<file path="config.mk">
export PLATFORM = sky130hd
export DESIGN_NAME = ff_stim_sequencer
export DESIGN_NICKNAME = d
export VERILOG_FILES = /design/src/rtl/ff_test_pkg.sv /design/src/rtl/ff_stim_table.sv /design/src/rtl/ff_stim_sequencer.sv
export SDC_FILE = /design/constraint.sdc
export NUM_CORES = 1
export LEC_CHECK = 0
export CAP_MARGIN = 20
export CORE_MARGIN = 2
export CORE_UTILIZATION = 56
export CTS_CLUSTER_DIAMETER = 200
export DETAILED_ROUTE_END_ITERATION = 10
export PLACE_DENSITY = 0.87
export SYNTH_ARGS = -nofsm -noshare
export SYNTH_HDL_FRONTEND = slang
export SYNTH_SLANG_ARGS = --single-unit
</file>
<file path="constraint.sdc">
create_clock -name clock -period 2.2 [get_ports clock]
set_input_delay 0.44 -clock clock [delete_from_list [all_inputs] [get_ports clock]]
set_output_delay 0.44 -clock clock [all_outputs]
set_load 0.005 [all_outputs]
</file>
<file path="src/rtl/ff_test_pkg.sv">
// Shared definitions for the flip-flop stimulus sequencer: the sequencer
// state encoding, bit positions inside a stimulus vector
// {exp, in, set_n, reset_n}, and the idle vector that keeps the cell under
// test out of reset/set with its data input low.
package ff_test_pkg;

  typedef enum logic [1:0] {
    ST_IDLE = 2'd0,
    ST_RUN  = 2'd1,
    ST_DONE = 2'd2
  } seq_state_t;

  localparam int VEC_W       = 4;
  localparam int VEC_EXP     = 3;
  localparam int VEC_IN      = 2;
  localparam int VEC_SET_N   = 1;
  localparam int VEC_RESET_N = 0;

  localparam logic [VEC_W-1:0] IDLE_VEC = 4'b0011;

endpackage

</file>
<file path="src/rtl/ff_stim_table.sv">
// DEPTH x 4 stimulus vector register file: synchronous write, combinational
// read, and every entry returns to the idle vector on reset.
module ff_stim_table
  import ff_test_pkg::*;
#(
  parameter int DEPTH = 8
) (
  input  logic                     clock,
  input  logic                     reset,
  input  logic                     we,
  input  logic [$clog2(DEPTH)-1:0] wr_addr,
  input  logic [VEC_W-1:0]         wr_data,
  input  logic [$clog2(DEPTH)-1:0] rd_addr,
  output logic [VEC_W-1:0]         rd_data
);

  logic [VEC_W-1:0] mem [DEPTH];

  // Table storage: clear to the idle vector on reset, otherwise accept writes.
  always_ff @(posedge clock) begin
    if (reset) begin
      for (int i = 0; i < DEPTH; i++) begin
        mem[i] <= IDLE_VEC;
      end
    end else if (we) begin
      mem[wr_addr] <= wr_data;
    end
  end

  assign rd_data = mem[rd_addr];

endmodule

</file>
<file path="src/rtl/ff_stim_sequencer.sv">
// Stimulus/response sequencer for single-bit flip-flop cells. Plays a table
// of {exp, in, set_n, reset_n} vectors, holding each for HOLD_CYCLES clocks,
// checks the cell output on the last hold cycle, and reports a saturating
// mismatch count plus the index of the first failure.
// Optional build macro FF_STIM_LOOP_EN adds a 'loop' input that replays the
// table continuously until stop.
module ff_stim_sequencer
  import ff_test_pkg::*;
#(
  parameter int DEPTH       = 8,
  parameter int HOLD_CYCLES = 2,
  parameter int CNTW        = 8
) (
  input  logic                     clock,
  input  logic                     reset,
  input  logic                     wr_en,
  input  logic [$clog2(DEPTH)-1:0] wr_addr,
  input  logic [VEC_W-1:0]         wr_data,
  input  logic [$clog2(DEPTH):0]   seq_len,
  input  logic                     start,
  input  logic                     stop,
`ifdef FF_STIM_LOOP_EN
  input  logic                     loop,
`endif
  input  logic                     dut_out,
  output logic                     ff_reset_n,
  output logic                     ff_set_n,
  output logic                     ff_in,
  output logic                     busy,
  output logic                     done,
  output logic [CNTW-1:0]          mismatch_count,
  output logic                     fail_valid,
  output logic [$clog2(DEPTH)-1:0] fail_idx
);

  localparam int AW = $clog2(DEPTH);
  localparam int HW = (HOLD_CYCLES > 1) ? $clog2(HOLD_CYCLES) : 1;

  localparam logic [AW:0]     LEN_MAX   = (AW+1)'(DEPTH);
  localparam logic [AW:0]     LEN_ONE   = (AW+1)'(1);
  localparam logic [AW-1:0]   IDX_ONE   = AW'(1);
  localparam logic [HW-1:0]   HOLD_ONE  = HW'(1);
  localparam logic [HW-1:0]   HOLD_LAST = HW'(HOLD_CYCLES - 1);
  localparam logic [CNTW-1:0] CNT_ONE   = CNTW'(1);

  // Saturating increment for the mismatch counter.
  function automatic logic [CNTW-1:0] sat_inc(input logic [CNTW-1:0] v);
    return (&v) ? v : v + CNT_ONE;
  endfunction

  // Clamp a requested run length to the table depth.
  function automatic logic [AW:0] clamp_len(input logic [AW:0] len);
    return (len > LEN_MAX) ? LEN_MAX : len;
  endfunction

  seq_state_t       state;
  logic [AW-1:0]    idx;
  logic [HW-1:0]    hold_cnt;
  logic [AW:0]      len_q;
  logic             exp_q;
  logic [AW-1:0]    rd_addr;
  logic [VEC_W-1:0] rd_data;
  logic [VEC_W-1:0] vec_first;
  logic             tbl_we;
  logic             loop_on;
  logic             last_hold;
  logic             last_vec;
  logic             miss;
  logic             start_ok;

`ifdef FF_STIM_LOOP_EN
  assign loop_on = loop;
`else
  assign loop_on = 1'b0;
`endif

  // Table writes are locked out while a run is in progress.
  assign tbl_we    = wr_en && (state != ST_RUN);
  assign last_hold = (hold_cnt == HOLD_LAST);
  assign last_vec  = ({1'b0, idx} == (len_q - LEN_ONE));
  assign miss      = (dut_out != exp_q);
  assign start_ok  = start && (seq_len != '0);

  // The read port always points at the vector to load on the next switch:
  // entry 0 outside a run or at a wrap, the following entry inside a run.
  assign rd_addr = ((state == ST_RUN) && !last_vec) ? idx + IDX_ONE : '0;

  // A write to entry 0 in the start cycle must be seen by the first vector.
  assign vec_first = (wr_en && (wr_addr == '0)) ? wr_data : rd_data;

  ff_stim_table #(
    .DEPTH(DEPTH)
  ) u_table (
    .clock  (clock),
    .reset  (reset),
    .we     (tbl_we),
    .wr_addr(wr_addr),
    .wr_data(wr_data),
    .rd_addr(rd_addr),
    .rd_data(rd_data)
  );

  // Sequencer FSM, hold counter and response checker.
  always_ff @(posedge clock) begin
    if (reset) begin
      state          <= ST_IDLE;
      idx            <= '0;
      hold_cnt       <= '0;
      len_q          <= '0;
      exp_q          <= IDLE_VEC[VEC_EXP];
      ff_reset_n     <= IDLE_VEC[VEC_RESET_N];
      ff_set_n       <= IDLE_VEC[VEC_SET_N];
      ff_in          <= IDLE_VEC[VEC_IN];
      busy           <= 1'b0;
      done           <= 1'b0;
      mismatch_count <= '0;
      fail_valid     <= 1'b0;
      fail_idx       <= '0;
    end else begin
      case (state)
        ST_IDLE, ST_DONE: begin
          if (start_ok) begin
            state          <= ST_RUN;
            busy           <= 1'b1;
            done           <= 1'b0;
            mismatch_count <= '0;
            fail_valid     <= 1'b0;
            fail_idx       <= '0;
            len_q          <= clamp_len(seq_len);
            idx            <= '0;
            hold_cnt       <= '0;
            exp_q          <= vec_first[VEC_EXP];
            ff_reset_n     <= vec_first[VEC_RESET_N];
            ff_set_n       <= vec_first[VEC_SET_N];
            ff_in          <= vec_first[VEC_IN];
          end
        end

        ST_RUN: begin
          // The compare on the last hold cycle is always recorded, even if
          // stop arrives in the same cycle.
          if (last_hold && miss) begin
            mismatch_count <= sat_inc(mismatch_count);
            if (!fail_valid) begin
              fail_valid <= 1'b1;
              fail_idx   <= idx;
            end
          end

          if (stop) begin
            state      <= ST_IDLE;
            busy       <= 1'b0;
            idx        <= '0;
            hold_cnt   <= '0;
            ff_reset_n <= IDLE_VEC[VEC_RESET_N];
            ff_set_n   <= IDLE_VEC[VEC_SET_N];
            ff_in      <= IDLE_VEC[VEC_IN];
          end else if (last_hold) begin
            hold_cnt <= '0;
            if (last_vec && !loop_on) begin
              state      <= ST_DONE;
              busy       <= 1'b0;
              done       <= 1'b1;
              idx        <= '0;
              ff_reset_n <= IDLE_VEC[VEC_RESET_N];
              ff_set_n   <= IDLE_VEC[VEC_SET_N];
              ff_in      <= IDLE_VEC[VEC_IN];
            end else begin
              idx        <= last_vec ? '0 : idx + IDX_ONE;
              exp_q      <= rd_data[VEC_EXP];
              ff_reset_n <= rd_data[VEC_RESET_N];
              ff_set_n   <= rd_data[VEC_SET_N];
              ff_in      <= rd_data[VEC_IN];
            end
          end else begin
            hold_cnt <= hold_cnt + HOLD_ONE;
          end
        end

        default: begin
          state <= ST_IDLE;
          busy  <= 1'b0;
        end
      endcase
    end
  end

endmodule

</file>
==> summary.md, run 1 <==
| Metric | Value |
|---|---|
| Post-route DRC violation count | `0` |
| H-tree depth | `3` |
| CP max FO | `6` |
| Most frequent cells in the layout | `nor2_1, clkdlybuf4s50_1, buf_4, edfxtp_1, dfxtp_1` |
| Min Hold Slack | `0.454 ns` |
| Post-synthesis mux area share | `6.06%` |
| Endpoints failing setup | `0` |
| Final Power | `2730 µW` |
| Slowest cell on crit path | `or4_4` |
| Share of the synthesized area in the top cell type | `32.1%` |
| Clock latency on the worst-skew pair | `0.34 ns` |
| Total wire length | `6950 µm` |
| Combinational family with the most area after synthesis | `simple AND/OR/NAND/NOR gates` |
| Antenna violations before repair | `0` |
| Switching component of the power | `593 µW` |
| DPL Wire Length | `5150 µm` |
| Synth Net Count | `312` |
| Combinational share of power | `10.8%` |
| First-pass GRT wire length | `11700 µm` |
| Area Overhead vs Synth | `27.4%` |
| Synth Register Bits | `60` |
| Pre-CTS setup slack | `-0.142 ns` |
| CTS tree | `built` |
| Via count | `2498` |
| Cell Chain, Critical Path | `inv_1 -> ha_1 -> xor2_1 -> and3b_4 -> o21ba_1 -> or4_4 -> o211ai_2 -> a211oi_1` |
| Vias per cell | `5.85` |
| Die height | `77.1 µm` |
| GRT Total Usage | `25.1%` |
| Largest cells by area after synthesis | `edfxtp_1, dfxtp_1, nor2_1` |
| Sequential-to-total area share from yosys stat | `50.8%` |
| Largest area contributor in the netlist | `edfxtp_1` |
| Leak Pwr | `0.00136 µW` |
| Clock sinks | `60` |
| Crit path launch type | `flip-flop` |
| Maximum clock frequency | `485 MHz` |
| Max_slew headroom | `71.5%` |
| Number of max-cap violations | `0` |
| Ys flop type | `edfxtp_1` |
| Register share of total power | `45.4%` |
| NumNets Final | `372` |
| Post-synth EDFFs | `32` |
| Fin. Hold Viols | `0` |
| RSZ-0062 raised after global routing | `false` |
| Synth unique cells | `53` |
| Final Max Tran Viols | `0` |
| Routed WL per cell | `16.3 µm` |
| Yosys warns | `0` |
| Largest net degree at the start of global routing | `31` |
| Pwr dens | `715 mW/mm²` |
| Status | `completed` |
| Ys async rst share | `0%` |
| Worst EP required | `2.40 ns` |
| CTS clock-pin slew for the worst setup and hold paths | `0.07 ns` |
| Switching portion of total power | `21.8%` |
| Chip width | `77.1 µm` |
| PortBufs | `33` |
| Detail Route Antenna Nets | `0` |
| Layout cells sized above 1 | `17.6%` |
| RePlAce Congestion | `0.856` |
| Arrival @ worst endpoint | `2.27 ns` |
| CP Capture Type | `flip-flop` |
| Mapped Area | `0.00300 mm²` |
| Setup Crit Path Kind | `reg -> reg` |
| Final WS setup | `0.137 ns` |
| Core Area | `0.00514 mm²` |
| CP max stage delay | `0.53 ns` |
| Most common cell after layout, fill and taps aside | `nor2_1` |
| Synth Area in XOR/XNOR | `3.80%` |
| Detailed Routing Iterations Pass 1 | `4` |
| Fin Clk Skew | `0.00512 ns` |
| CTS buffer count | `9` |
| Gr ovfl total | `0` |
| Initial Util | `58.3%` |
| Vias in the first global route | `2470` |
| Final period util | `93.8%` |
| Crit path time final | `2.06 ns` |
| HP Class | `reg -> reg` |
| Row count | `26` |
| Clock buffer depth | `2` |
| Synth Area in Simple Gates | `23.4%` |
| CTS root buffer | `clkbuf_8` |
| Clk network pwr share | `43.8%` |
| Post-synthesis adder-cell area fraction | `1.25%` |
| Ports | `34` |
| Initial DRC count | `174` |
| Int Pwr | `2130 µW` |
| Worst slew pin tran | `0.428 ns` |
| Die area | `0.00595 mm²` |
| Ant diodes | `0` |
| Gate Count Post-Synth | `292` |
| Syn_area_per_cell | `10.3 µm²` |
| Maximum VDD drop | `0.000448 V` |
| Synth Area in Compound Gates | `11.4%` |
[cell usage after synthesis, types with 2 or more instances]
cell type and count:
nor2_1 38, mux4_2 4, mux2i_1 8, nor4_1 4
a21oi_1 17, or3_1 13, o31ai_1 2, buf_6 2
xnor2_1 2, clkinv_1 2, or2_2 3, nor3_1 16
edfxtp_1 32, o2bb2ai_1 2, and3_1 2, dfxtp_1 28
nand2_1 17, a311oi_1 2, buf_2 6, nand2b_1 13
o21ai_0 6, a31oi_1 3, nand4_1 6, nand3_1 6
or4_4 2, nor2b_1 2, buf_1 2, nor3b_1 4
a211oi_1 2, ha_1 3, inv_1 3, o21bai_1 4
clkbuf_1 6, xor2_1 11
[per-layer routing]
metal	share of wire (%)	GRT usage [%]	vias up
met1	43	31.5	1201
met4	3.0	12.3	0
met5	0	0	-
met2	49	41.2	85
met3	5.3	5.41	22
li1	-	-	1190
[cell families (layout without fill, tap and decap cells)]
| family | after synthesis | count (layout) |
|---|---|---|
| compound gates | 50 | 50 |
| simple gates | 132 | 132 |
| buf+inv | 21 | 86 |
| fa+ha+maj | 3 | 3 |
| xor+xnor | 13 | 13 |
| mux | 13 | 13 |
| flops | 60 | 60 |
[final timing paths]
kind                               start    end  slack, ns  depth (start not counted)
worst max-delay path            len_q[1]  ff_in       0.14                          8
worst min-delay path                done   done       0.45                          2
worst min register to register      done   done       0.45                          2
worst max register to register  len_q[1]  ff_in       0.14                          8
[worst max-delay path, delay by kind of cell (launching register included)]
kind                     cells  cell delay, ns
AO/OA/AOI/OAI                3            0.43
XOR/XNOR                     1            0.16
adder cells (fa/ha/maj)      1            0.18
buffers and inverters        1            0.06
flip-flops                   1            0.37
AND/OR/NAND/NOR              2            0.73
[through the flow]
stage / std cells / utilization (%) / cell area [µm²] / TNS [ns]
floorplan: 292 / - / 3000 / 0
global placement: 411 / 69.5 / 3570 / -0.341
detailed placement: 411 / 69.5 / 3570 / -0.891
CTS: 427 / 74.1 / 3810 / 0
global route: 427 / 74.2 / 3820 / 0
finish: 427 / 74.2 / 3820 / 0
[layout make-up]
| cell class | instances | area (µm²) |
|---|---|---|
| sequential | 60 | 1520 |
| fill | 364 | 1320 |
| tap | 70 | 87.6 |
| timing repair buffer | 65 | 571 |
| inverter | 5 | 18.8 |
| multi-input combinational | 211 | 1380 |
| clock inverter | 5 | 98.8 |
| clock buffer | 11 | 141 |
[timing repair]
item                       4_1_cts  5_1_grt
setup endpoints to repair        0        1
gates resized for setup          0        1
hold buffers                     0        0
buffers inserted                 0        0
[state kept, by name, indices dropped and copies added (netlist names)]
name,count
u_table.mem,32
mismatch_count,8
ff_set_n,1
done,1
fail_valid,1
len_q,4
hold_cnt,1
ff_reset_n,1
exp_q,1
state,2
fail_idx,3
busy,1
idx,3
ff_in,1
[power by group through the flow]
stage	logic, µW	clock network (µW)	registers, µW
after floorplan	160	0	1260
after global placement	279	0	1260
after CTS	291	1200	1240
after detailed placement	290	0	1260
final	293	1200	1240
after global routing	321	1250	1240
No activity file was read; power rests on OpenSTA's default activity.
==> run 2: changes to the inputs <==
--- a/config.mk
+++ b/config.mk
@@ -9,6 +9,7 @@
 export CORE_MARGIN = 2
 export CORE_UTILIZATION = 56
 export CTS_CLUSTER_DIAMETER = 200
+export CTS_CLUSTER_SIZE = 24
 export DETAILED_ROUTE_END_ITERATION = 10
 export PLACE_DENSITY = 0.87
 export SYNTH_ARGS = -nofsm -noshare
==> constraint.sdc (replaced) <==
create_clock -name clock -period 2.18 [get_ports clock]
set_input_delay 0.436 -clock clock [delete_from_list [all_inputs] [get_ports clock]]
set_output_delay 0.436 -clock clock [all_outputs]
set_load 0.005 [all_outputs]
==> run 2 against run 1 <==
Against the previous run:
- sequential power barely moved
- combinational power is essentially flat
- hold slack improved by 0.0063 ns
- clock-buffer cell count unchanged
- sequential cell count unchanged
- critical path type unchanged
==> summary.md, run 2 (synthesized netlist as in run 1, its figures left out) <==
| Metric | Value |
|---|---|
| Core Area | `0.00514 mm² (unchanged)` |
| Delay-heaviest family, CP | `simple AND/OR/NAND/NOR gates (unchanged)` |
| Crit path launch type | `flip-flop (unchanged)` |
| Antenna violations before repair | `0 (unchanged)` |
| Register share of total power | `47.6% (was 45.4%)` |
| Vias per cell | `5.70 (was 5.85)` |
| Final Power | `2630 µW (was 2730 µW)` |
| CP bufs+invs | `1 (unchanged)` |
| Hold depth | `2 (unchanged)` |
| Hold path endpoint | `done (unchanged)` |
| PortBufs | `33 (unchanged)` |
| Initial DRC count | `142 (was 174)` |
| Final period util | `93.9% (was 93.8%)` |
| CTS clock-pin slew for the worst setup and hold paths | `0.07 ns (about the same)` |
| Switching portion of total power | `24.1% (was 21.8%)` |
| Combinational share of power | `11.2% (was 10.8%)` |
| Fin. Hold Viols | `0 (unchanged)` |
| Chip width | `77.1 µm (unchanged)` |
| Vias in the first global route | `2359 (was 2470)` |
| RSZ-0062 raised after global routing | `false (unchanged)` |
| Clock latency on the worst-skew pair | `0.35 ns (was 0.34 ns)` |
| Maximum VDD drop | `0.000446 V (was 0.000448 V)` |
| Hold Crit Start | `done (unchanged)` |
| Number of max-cap violations | `0 (unchanged)` |
| GRT Total Usage | `24.8% (was 25.1%)` |
| Placed Area | `0.00358 mm² (was 0.00357 mm²)` |
| Most common cell after layout, fill and taps aside | `nor2_1 (unchanged)` |
| Most frequent cells in the layout | `nor2_1, clkdlybuf4s50_1, edfxtp_1, buf_4, dfxtp_1 (was nor2_1, clkdlybuf4s50_1, buf_4, edfxtp_1, dfxtp_1)` |
| CP max stage delay | `0.53 ns (about the same)` |
| R2R setup slack | `0.13 ns (was 0.14 ns)` |
| Area Overhead vs Synth | `27.1% (was 27.4%)` |
| Detail Route Antenna Nets | `0 (unchanged)` |
| Fin Clk Skew | `0.00633 ns (was 0.00512 ns)` |
| Largest regs | `u_table.mem (32), mismatch_count (8), len_q (4) (unchanged)` |
| Slowest cell on crit path | `or4_4 (unchanged)` |
| H-tree depth | `3 (unchanged)` |
| CTS tree | `built (unchanged)` |
| # Post-CTS Setup Buffers | `0 (unchanged)` |
| Initial Util | `58.3% (unchanged)` |
| Critical path depth | `8 (unchanged)` |
| Via count | `2434 (was 2498)` |
| CP max FO | `6 (unchanged)` |
| Die height | `77.1 µm (unchanged)` |
| First-pass GRT wire length | `11400 µm (was 11700 µm)` |
| Crit path time final | `2.05 ns (was 2.06 ns)` |
| Reg2Reg Capture Point | `ff_in (unchanged)` |
| Routed WL per cell | `16.0 µm (was 16.3 µm)` |
| Final Max Tran Viols | `0 (unchanged)` |
| Endpoints failing setup | `0 (unchanged)` |
| Largest net degree at the start of global routing | `31 (unchanged)` |
| Clock sinks | `60 (unchanged)` |
| CTS root buffer | `clkbuf_8 (unchanged)` |
| Row count | `26 (unchanged)` |
| Int Pwr | `2000 µW (was 2130 µW)` |
| Largest register by flop count | `u_table.mem (unchanged)` |
| Pwr dens | `691 mW/mm² (was 715 mW/mm²)` |
| Die area | `0.00595 mm² (unchanged)` |
| HP Class | `reg -> reg (unchanged)` |
| Switching component of the power | `634 µW (was 593 µW)` |
| Post-route DRC violation count | `0 (unchanged)` |
| Ant diodes | `0 (unchanged)` |
| Layout cells sized above 1 | `18.2% (was 17.6%)` |
| Total wire length | `6830 µm (was 6950 µm)` |
| NumNets Final | `372 (unchanged)` |
| CTS buffer count | `9 (unchanged)` |
| DPL Wire Length | `4960 µm (was 5150 µm)` |
| Ports | `34 (unchanged)` |
| Status | `completed (unchanged)` |
| RePlAce Congestion | `0.859 (was 0.856)` |
| Max_slew headroom | `71.3% (was 71.5%)` |
| Detailed Routing Iterations Pass 1 | `5 (was 4)` |
| Reg2reg start | `len_q[1] (unchanged)` |
| Cell Chain, Critical Path | `inv_1 -> ha_1 -> xor2_1 -> and3b_4 -> o21ba_1 -> or4_4 -> o211ai_2 -> a211oi_1 (unchanged)` |
| Clock buffer depth | `2 (unchanged)` |
| Max FFs per register | `32 (unchanged)` |
| Leak Pwr | `0.00136 µW (about the same)` |
| Worst R2R Path Depth | `8 (unchanged)` |
| Post-Layout Cell Count | `427 (unchanged)` |
| Clk network pwr share | `41.2% (was 43.8%)` |
| Setup Crit Path Kind | `reg -> reg (unchanged)` |
| Worst EP required | `2.40 ns (about the same)` |
| Worst slew pin tran | `0.431 ns (was 0.428 ns)` |
| CP Capture Type | `flip-flop (unchanged)` |
| Maximum clock frequency | `488 MHz (was 485 MHz)` |
| Final Cell Area | `0.00381 mm² (was 0.00382 mm²)` |
| Arrival @ worst endpoint | `2.27 ns (about the same)` |
| Gr ovfl total | `0 (unchanged)` |
| Placed insts | `411 (unchanged)` |
[run 2: worst max path at each step]
| stage | startpoint | end | slack [ns] |
|---|---|---|---|
| floorplan | len_q[0] | ff_in | 0.15 |
| global placement | seq_len[2] | ff_reset_n | -0.13 |
| detailed placement | seq_len[2] | idx[2] | -0.18 |
| CTS | len_q[1] | ff_in | 0.12 |
| global route | len_q[1] | idx[2] | 0.01 |
| finish | len_q[1] | ff_in | 0.13 |
[run 2: per-layer routing]
layer	GRT usage (%)	share of wire, %	wire length, µm	vias to the layer above
li1	-	-	-	1198
met1	30.8	43	2940	1149
met2	42.5	51	3460	76
met3	5.29	4.6	315	11
met4	8.75	1.6	109	0
met5	0	0	0	-
[run 2: power by group through the flow]
stage / Clock, µW / Combinational (µW) / Sequential (µW)
final: 1080 / 295 / 1250
after global placement: 0 / 282 / 1270
after global routing: 1140 / 323 / 1250
after CTS: 1080 / 293 / 1250
after detailed placement: 0 / 291 / 1270
after floorplan: 0 / 161 / 1270
[run 2: worst min-delay path: stages, from the launching register on]
cell	delay [ns]
dfxtp_1	0.31
nand2_1	0.05
a21oi_1	0.05
[run 2: area by class of cell]
type / instances / area, µm²
clock buffers: 11 / 163
flip-flops and latches: 60 / 1520
clock inverters: 5 / 56.3
multi-input cells: 211 / 1380
fillers: 383 / 1330
well taps: 70 / 87.6
repair buffers: 65 / 583
inverters: 5 / 18.8
[run 2: metrics by stage]
step                      hold slack [ns]  util (%)  TNS [ns]  setup WS [ns]
final                               0.461      74.1         0          0.132
after global routing                0.488      74.1         0         0.0141
after CTS                           0.463      74.0         0          0.121
after detailed placement            0.454      69.7     -1.58         -0.179
after global placement              0.445      69.7    -0.507         -0.133
after floorplan                     0.453         -         0          0.152
[run 2: repair_timing]
| action | CTS | global route |
|---|---|---|
| gates resized for setup | 0 | 1 |
| setup endpoints to repair | 0 | 1 |
| hold buffers | 0 | 0 |
==> run 3: changes to the inputs <==
--- a/config.mk
+++ b/config.mk
@@ -7,11 +7,12 @@
 export LEC_CHECK = 0
 export CAP_MARGIN = 20
 export CORE_MARGIN = 2
-export CORE_UTILIZATION = 56
+export CORE_UTILIZATION = 35
 export CTS_CLUSTER_DIAMETER = 200
 export CTS_CLUSTER_SIZE = 24
 export DETAILED_ROUTE_END_ITERATION = 10
-export PLACE_DENSITY = 0.87
+export GPL_ROUTABILITY_DRIVEN = 0
+export PLACE_DENSITY = 0.61
 export SYNTH_ARGS = -nofsm -noshare
 export SYNTH_HDL_FRONTEND = slang
 export SYNTH_SLANG_ARGS = --single-unit
==> run 3 against run 2 <==
Against the previous run:
- first-iteration DRC count up 7.7%
- critical path depth unchanged
- sequential share of layout area is 0.72 points lower
- sequential cell count is the same
- largest cell class unchanged
- non-clock buffer count rose by 3
- critical endpoint unchanged
- critical path type unchanged
==> summary.md, run 3 (synthesized netlist as in run 1, its figures left out) <==
| Metric | Value |
|---|---|
| Post-route DRC violation count | `0 (unchanged)` |
| Vias in the first global route | `2289 (was 2359)` |
| # Post-CTS Setup Buffers | `0 (unchanged)` |
| Crit path time final | `2.05 ns (about the same)` |
| Setup Crit Path Kind | `reg -> reg (unchanged)` |
| Final WS setup | `0.126 ns (was 0.132 ns)` |
| Final period util | `94.2% (was 93.9%)` |
| Largest register by flop count | `u_table.mem (unchanged)` |
| Maximum clock frequency | `487 MHz (was 488 MHz)` |
| Fin. Hold Viols | `0 (unchanged)` |
| Ant diodes | `0 (unchanged)` |
| Max FFs per register | `32 (unchanged)` |
| Final Cell Area | `0.00388 mm² (was 0.00381 mm²)` |
| Hold depth | `2 (unchanged)` |
| Pre-CTS setup slack | `-0.148 ns (was -0.179 ns)` |
| Chip width | `96.5 µm (was 77.1 µm)` |
| Worst slew pin tran | `0.452 ns (was 0.431 ns)` |
| Detail Route Antenna Nets | `0 (unchanged)` |
| Largest regs | `u_table.mem (32), mismatch_count (8), len_q (4) (unchanged)` |
| Status | `completed (unchanged)` |
| Arrival @ worst endpoint | `2.27 ns (about the same)` |
| PortBufs | `33 (unchanged)` |
| Final Max Tran Viols | `0 (unchanged)` |
| Routed WL per cell | `15.0 µm (was 16.0 µm)` |
| Fillers | `793 (was 383)` |
| Max_slew headroom | `69.9% (was 71.3%)` |
| Row count | `33 (was 26)` |
| Die height | `96.5 µm (was 77.1 µm)` |
| Initial Util | `36.3% (was 58.3%)` |
| Pwr dens | `706 mW/mm² (was 691 mW/mm²)` |
| Hold path endpoint | `done (unchanged)` |
| PostCTS Resize Cnt | `0 (unchanged)` |
| Reg2Reg Capture Point | `ff_in (unchanged)` |
| CTS root buffer | `clkbuf_8 (unchanged)` |
| CTS clock-pin slew for the worst setup and hold paths | `0.07 ns (about the same)` |
| Hold Crit Start | `done (unchanged)` |
| HP Class | `reg -> reg (unchanged)` |
| Layout cells sized above 1 | `18.1% (was 18.2%)` |
| Worst EP required | `2.40 ns (about the same)` |
| Detailed Routing Iterations Pass 1 | `4 (was 5)` |
| Die area | `0.00931 mm² (was 0.00595 mm²)` |
| Final Power | `2740 µW (was 2630 µW)` |
| Clock buffer depth | `2 (unchanged)` |
| Worst Setup SP | `len_q[1] (unchanged)` |
| Gr ovfl total | `0 (unchanged)` |
| Antenna violations before repair | `0 (unchanged)` |
| Initial DRC count | `153 (was 142)` |
| Fin util | `47.0% (was 74.1%)` |
| CP Capture Type | `flip-flop (unchanged)` |
| Worst R2R Path Depth | `8 (unchanged)` |
| Ports | `34 (unchanged)` |
| Most common cell after layout, fill and taps aside | `nor2_1 (unchanged)` |
| GRT Total Usage | `16.3% (was 24.8%)` |
| Total wire length | `6960 µm (was 6830 µm)` |
| RSZ-0062 raised after global routing | `false (unchanged)` |
| NumNets Final | `375 (was 372)` |
| Via count | `2356 (was 2434)` |
| CP max FO | `6 (unchanged)` |
| R2R setup slack | `0.13 ns (about the same)` |
| H-tree depth | `3 (unchanged)` |
| Largest net degree at the start of global routing | `31 (unchanged)` |
| Area Overhead vs Synth | `29.4% (was 27.1%)` |
| CTS tree | `built (unchanged)` |
| Most frequent cells in the layout | `nor2_1, buf_4, clkdlybuf4s50_1, edfxtp_1, dfxtp_1 (was nor2_1, clkdlybuf4s50_1, edfxtp_1, buf_4, dfxtp_1)` |
| # hold bufs at CTS | `0 (unchanged)` |
| Endpoints failing setup | `0 (unchanged)` |
| Clock latency on the worst-skew pair | `0.35 ns (about the same)` |
| Leak Pwr | `0.00138 µW (was 0.00136 µW)` |
| Maximum VDD drop | `0.000294 V (was 0.000446 V)` |
| Reg2reg start | `len_q[1] (unchanged)` |
| Placed Area | `0.00365 mm² (was 0.00358 mm²)` |
| Clock sinks | `60 (unchanged)` |
| CTS buffer count | `9 (unchanged)` |
| Min Hold Slack | `0.469 ns (was 0.461 ns)` |
| Core Area | `0.00826 mm² (was 0.00514 mm²)` |
| Crit path launch type | `flip-flop (unchanged)` |
| First-pass GRT wire length | `11200 µm (was 11400 µm)` |
| Number of max-cap violations | `0 (unchanged)` |
| Vias per cell | `5.08 (was 5.70)` |
| Fin Clk Skew | `0.00969 ns (was 0.00633 ns)` |
| DPL Wire Length | `5120 µm (was 4960 µm)` |
## run 3: worst max-delay path by stage
stage	end	slack, ns	cells after the start
2_1_floorplan	ff_in	0.15	9
3_3_place_gp	ff_reset_n	-0.12	6
3_5_place_dp	ff_reset_n	-0.15	6
4_1_cts	ff_in	0.11	8
5_1_grt	idx[2]	0.01	8
6_report	ff_in	0.13	8
## run 3: worst max-delay path, cell delays in order (launching register included)
cell,delay [ns]
dfxtp_1,0.37
inv_1,0.06
ha_1,0.18
xor2_1,0.16
and3b_4,0.20
o21ba_1,0.25
or4_4,0.53
o211ai_2,0.07
a211oi_1,0.09
## run 3: layer usage
metal	track usage (%)	up-vias	wire length [µm]
li1	-	1193	-
met1	21.3	1111	3280
met5	0	-	0
met4	5.99	0	94
met2	25.9	41	3300
met3	4.58	11	292
## run 3: report_power, final
part           total, µW  internal, µW  leakage (µW)  switching (µW)
combinational        297           145      0.000750             151
clock               1190           745      0.000116             447
sequential          1250          1230      0.000513            23.6
## run 3: layout make-up
| class | instances | area [µm²] | area share [%] |
|---|---|---|---|
| Clock buffer | 9 | 124 | 3.19 |
| Multi-Input combinational cell | 211 | 1370 | 35.4 |
| Inverter | 5 | 18.8 | 0.484 |
| Sequential cell | 60 | 1520 | 39.2 |
| Tap cell | 105 | 131 | 3.39 |
| Clock inverter | 6 | 104 | 2.68 |
| Timing Repair Buffer | 68 | 606 | 15.6 |
## run 3: through the flow
| step | instances | TNS, ns |
|---|---|---|
| finish | 464 | 0 |
| detailed placement | 449 | -1.53 |
| global route | 464 | 0 |
| global placement | 449 | -0.772 |
| floorplan | 292 | 0 |
| CTS | 464 | 0 |
